## src/rtl/regfile_scoreboard.sv

```systemverilog
// Issue-side scoreboard for the 32x32 register file: one busy bit per register,
// RAW/WAW grant/stall at issue, writeback clear, pending count, stall counter and wb error flag.

module regfile_scoreboard_cell (
    input  logic clk,
    input  logic reset,
    input  logic set_i,
    input  logic clr_i,
    input  logic flush_i,
    output logic busy_d_o,
    output logic busy_o
);
    logic busy_q;

    // flush beats everything; a same-cycle set beats a writeback clear
    always_comb begin
        busy_d_o = busy_q;
        if (flush_i)    busy_d_o = 1'b0;
        else if (set_i) busy_d_o = 1'b1;
        else if (clr_i) busy_d_o = 1'b0;
    end

    always_ff @(posedge clk) begin
        if (reset) busy_q <= 1'b0;
        else       busy_q <= busy_d_o;
    end

    assign busy_o = busy_q;
endmodule

module regfile_scoreboard #(
    parameter int NREG      = 32,
    parameter int BYPASS_WB = 0,
    parameter int CNT_W     = 16,
    localparam int IW       = $clog2(NREG),
    localparam int PW       = $clog2(NREG + 1)
) (
    input  logic             clk,
    input  logic             reset,
    input  logic             issue_valid,
    input  logic [IW-1:0]    issue_rs1,
    input  logic [IW-1:0]    issue_rs2,
    input  logic [IW-1:0]    issue_rd,
    input  logic             issue_wr,
    input  logic             wb_en,
    input  logic [IW-1:0]    wb_reg,
    input  logic             flush,
    output logic             issue_ok,
    output logic             stall,
    output logic [NREG-1:0]  busy_vec,
    output logic [PW-1:0]    pending_cnt,
    output logic [CNT_W-1:0] stall_cnt,
    output logic             wb_err
);
    logic [NREG-1:0]  busy_q, busy_d, busy_eff;
    logic [PW-1:0]    pend_q, pend_d;
    logic [CNT_W-1:0] scnt_q, scnt_d;
    logic             err_q, err_d;
    logic             hazard, set_en, wb_clr;

    always_comb begin
        busy_eff = busy_q;
        if (BYPASS_WB != 0 && wb_en) busy_eff[wb_reg] = 1'b0;
    end

    assign hazard   = busy_eff[issue_rs1] | busy_eff[issue_rs2] | (issue_wr & busy_eff[issue_rd]);
    assign issue_ok = issue_valid & ~hazard & ~flush;
    assign stall    = issue_valid & ~issue_ok;
    assign set_en   = issue_ok & issue_wr & (issue_rd != '0);
    assign wb_clr   = wb_en & (wb_reg != '0) & ~flush;

    // register 0 is hardwired idle; the rest get a cell each
    for (genvar i = 0; i < NREG; i++) begin : g_reg
        if (i == 0) begin : g_zero
            assign busy_q[i] = 1'b0;
            assign busy_d[i] = 1'b0;
        end else begin : g_cell
            regfile_scoreboard_cell u_cell (
                .clk      (clk),
                .reset    (reset),
                .set_i    (set_en & (issue_rd == IW'(i))),
                .clr_i    (wb_clr & (wb_reg == IW'(i))),
                .flush_i  (flush),
                .busy_d_o (busy_d[i]),
                .busy_o   (busy_q[i])
            );
        end
    end

    always_comb begin
        pend_d = '0;
        for (int i = 0; i < NREG; i++) pend_d = pend_d + PW'(busy_d[i]);
    end

    assign err_d  = err_q | (wb_clr & ~busy_q[wb_reg]);
    assign scnt_d = (stall && scnt_q != '1) ? scnt_q + 1'b1 : scnt_q;

    always_ff @(posedge clk) begin
        if (reset) begin
            pend_q <= '0;
            scnt_q <= '0;
            err_q  <= 1'b0;
        end else begin
            pend_q <= pend_d;
            scnt_q <= scnt_d;
            err_q  <= err_d;
        end
    end

    assign busy_vec    = busy_q;
    assign pending_cnt = pend_q;
    assign stall_cnt   = scnt_q;
    assign wb_err      = err_q;
endmodule

```

## config.mk

```make
export PLATFORM = sky130hd
export DESIGN_NAME = regfile_scoreboard
export DESIGN_NICKNAME = d
export VERILOG_FILES = /design/src/rtl/regfile_scoreboard.sv
export SDC_FILE = /design/constraint.sdc
export NUM_CORES = 1
export LEC_CHECK = 0
export CAP_MARGIN = 5
export CORE_MARGIN = 8
export CORE_UTILIZATION = 48
export CTS_CLUSTER_DIAMETER = 80
export DETAILED_ROUTE_END_ITERATION = 16
export PLACE_DENSITY = 0.74
export REMOVE_ABC_BUFFERS = 1
export SYNTH_ARGS = -nofsm -noshare
export SYNTH_HDL_FRONTEND = slang
export SYNTH_SLANG_ARGS = --single-unit
```

## constraint.sdc

```tcl
create_clock -name clk -period 24.9 [get_ports clk]
set_clock_uncertainty 0.1 [all_clocks]
set_input_delay 4.98 -clock clk [delete_from_list [all_inputs] [get_ports clk]]
set_output_delay 4.98 -clock clk [all_outputs]
set_load 0.01 [all_outputs]
```

==> flow_metrics.env <==
export IMPL_clkSinkCount=54
export IMPL_syn_instance_count=527
export IMPL_finalCritPeriodShare=0.535
export IMPL_routed_via_count=4439
export IMPL_ant_nets=0
export IMPL_gr_usage_all_layers=0.209
export IMPL_nets=605
export IMPL_yosysSeqAreaShare=0.227
export IMPL_worstPathMaxFanout=36
export IMPL_synth_cell_type_count=52
export IMPL_die_h_um=116
export IMPL_synth_top_area_share=0.227
export IMPL_die_area_sq_mm=0.0133
export IMPL_start_util=0.491
export IMPL_rows=36
export IMPL_first_global_vias=4367
export IMPL_cts_root_buf="clkbuf_8"
export IMPL_globalplace_congestion=0.944
export IMPL_hold_viol=0
export IMPL_drc=0
export IMPL_fin_area_sq_mm=0.00540
export IMPL_clkSlewWorstSetupHoldPaths_ns=0.11
export IMPL_placed_cell_area_sq_mm=0.00530
export IMPL_rsz0062_at_grt="no"
export IMPL_fillers=857
export IMPL_synth_common_cells="dfxtp_1, o22ai_1, o21ai_0"
export IMPL_clock_path_buffers=2
export IMPL_drive_gt1_frac=0.0765
export IMPL_maxSlewHeadroom=0.434
export IMPL_leakage_nw=1.87
export IMPL_core_area_sq_mm=0.00968
export IMPL_wl_um=13900
export IMPL_setup_violations=0
export IMPL_clk_latency_ns=0.31
export IMPL_portBuffers=81
export IMPL_slew_violations=0
export IMPL_maxCapViolCount=0
export IMPL_grt_overflow_total=0
export IMPL_avgSynthCellArea_sq_um=9.02
export IMPL_synth_most_common_cell="dfxtp_1"
export IMPL_hpwl_um=10400
export IMPL_crit_path_end_kind="output pin"
export IMPL_routed_via_density=6.51
export IMPL_drtPass1Iterations=7
export IMPL_outcome="finished clean"
export IMPL_tightest_slew_ns=0.847
export IMPL_ir_drop_mv=0.0293
export IMPL_synth_largest_area_cell="dfxtp_1"
export IMPL_async_reset_ff_frac=0
export IMPL_power_w=0.000166
export IMPL_synth_edf_count=0
export IMPL_multi_input_area_sq_mm=0.00310
export IMPL_regArea_sq_mm=0.00108
export IMPL_area_growth_syn_to_layout_pct=13.5
export IMPL_start_kind="input pin"
export IMPL_post_cts_resized=0
export IMPL_arrival_ns=8.24
export IMPL_cts_tree="built"
export IMPL_htree_levels=2
export IMPL_cts_hold_buf=0
export IMPL_grt_pass1_wl_um=22500
export IMPL_yosysWarningCount=0
export IMPL_setup_tns_ns=0
export IMPL_period_needed_ns=13.32
export IMPL_antennaDiodeCount=0
export IMPL_cts_inserted_buffers=5
export IMPL_worstPathRequired_ns=19.82
export IMPL_wire_per_inst_um=20.4
export IMPL_worstSetupPathType="in -> out"
export IMPL_synth_area_top_cells="dfxtp_1, fa_1, mux4_2"
export IMPL_grt_max_degree=38
export IMPL_hold_class="reg -> reg"
export IMPL_ys_ff_latch=54
export IMPL_dieWidth_um=116
export IMPL_syn_cell_area_sq_mm=0.00475
export IMPL_power_density_mw_per_mm2=30.9
export IMPL_io_pins=83
export IMPL_drt_iter0_drc=734
export IMPL_fmax_mhz=75.1
export IMPL_yosys_most_used_dff="dfxtp_1"
export IMPL_post_cts_repair_setup_buffers=0
export IMPL_antenna_found_initial=0
routing by layer:
| layer | up-vias | global-route usage | share of wire |
|---|---|---|---|
| met3 | 53 | 0.0469 | 0.11 |
| met2 | 301 | 0.337 | 0.47 |
| met1 | 2115 | 0.265 | 0.39 |
| met4 | 0 | 0.0876 | 0.029 |
| li1 | 1970 | - | - |
| met5 | - | 0 | 0 |
critical path: stages:
cell,delay [ns]
clkdlybuf4s50_1,1.02
mux2i_1,0.29
a22oi_1,0.13
a311o_1,0.36
nor4_1,0.25
and3_1,0.21
buf_4,0.37
clkdlybuf4s50_1,0.62
cells by family after synthesis:
kind of cell | count (synthesis) | share of synthesized area
compound gates | 145 | 0.190
simple gates | 141 | 0.170
buf+inv | 102 | 0.120
flops | 54 | 0.227
mux | 50 | 0.169
fa+ha+maj | 31 | 0.118
xor+xnor | 3 | 0.00553
other cells | 1 | 0.000789
cell type report:
| class | instances | share of cell area |
|---|---|---|
| clock buffers | 5 | 0.0128 |
| clock inverters | 3 | 0.00441 |
| inverters | 32 | 0.0223 |
| multi-input cells | 371 | 0.575 |
| flip-flops and latches | 54 | 0.200 |
| well taps | 133 | 0.0308 |
| repair buffers | 84 | 0.154 |
per-stage QoR:
stage	std cells	hold slack [ns]	util	setup slack, ns
final	682	0.389	0.557	11.58
after global routing	682	0.419	0.557	11.42
after CTS	682	0.393	0.557	11.61
after detailed placement	674	0.366	0.548	11.62
after global placement	674	0.362	0.548	11.70
after floorplan	457	0.398	-	12.93
cell usage in the layout (no fill, tap or decap), drive strengths merged, types with 2 or more instances in the layout:
cell type	Yosys	final
a21oi	28	28
a22oi	4	4
and2	3	3
and3	8	8
buf	50	3
clkbuf	20	5
clkdlybuf4s50	0	81
clkinvlp	0	2
dfxtp	54	54
fa	23	23
ha	8	8
inv	32	33
mux2	6	6
mux2i	22	22
mux4	22	22
nand2	26	26
nand2b	5	5
nand3	19	19
nand3b	4	4
nand4	8	8
nand4b	3	3
nor2	27	27
nor2b	11	11
nor3	6	6
nor4	3	3
o21ai	38	38
o22a	13	13
o22ai	42	42
o31ai	13	13
or2	2	2
or4	12	12
xor2	2	2
path summary, 6_finish.rpt:
check	depth (start not counted)	slack, ns	from	to
worst min-delay path	2	0.39	wb_err$_SDFF_PP0_	wb_err$_SDFF_PP0_
worst min register to register	2	0.39	wb_err$_SDFF_PP0_	wb_err$_SDFF_PP0_
worst max-delay path	8	11.58	issue_rs2[0]	issue_ok
worst max register to register	22	17.70	g_reg[29].g_cell.u_cell.busy_o$_SDFF_PP0_	pending_cnt[4]$_SDFF_PP0_
flip-flops by register name (all words and copies together), names as in the netlist:
register                cells
g.g_cell.u_cell.busy_o     31
stall_cnt                  16
wb_err                      1
pending_cnt                 6
power by group:
part           switching, W  leakage, nW  total [W]  internal [W]
Sequential      0.000000667        0.435  0.0000875     0.0000868
Clock             0.0000308       0.0408  0.0000510     0.0000202
Combinational     0.0000171         1.40  0.0000279     0.0000108
Total             0.0000487         1.87   0.000166      0.000118
(Power assumes the default switching activity.)
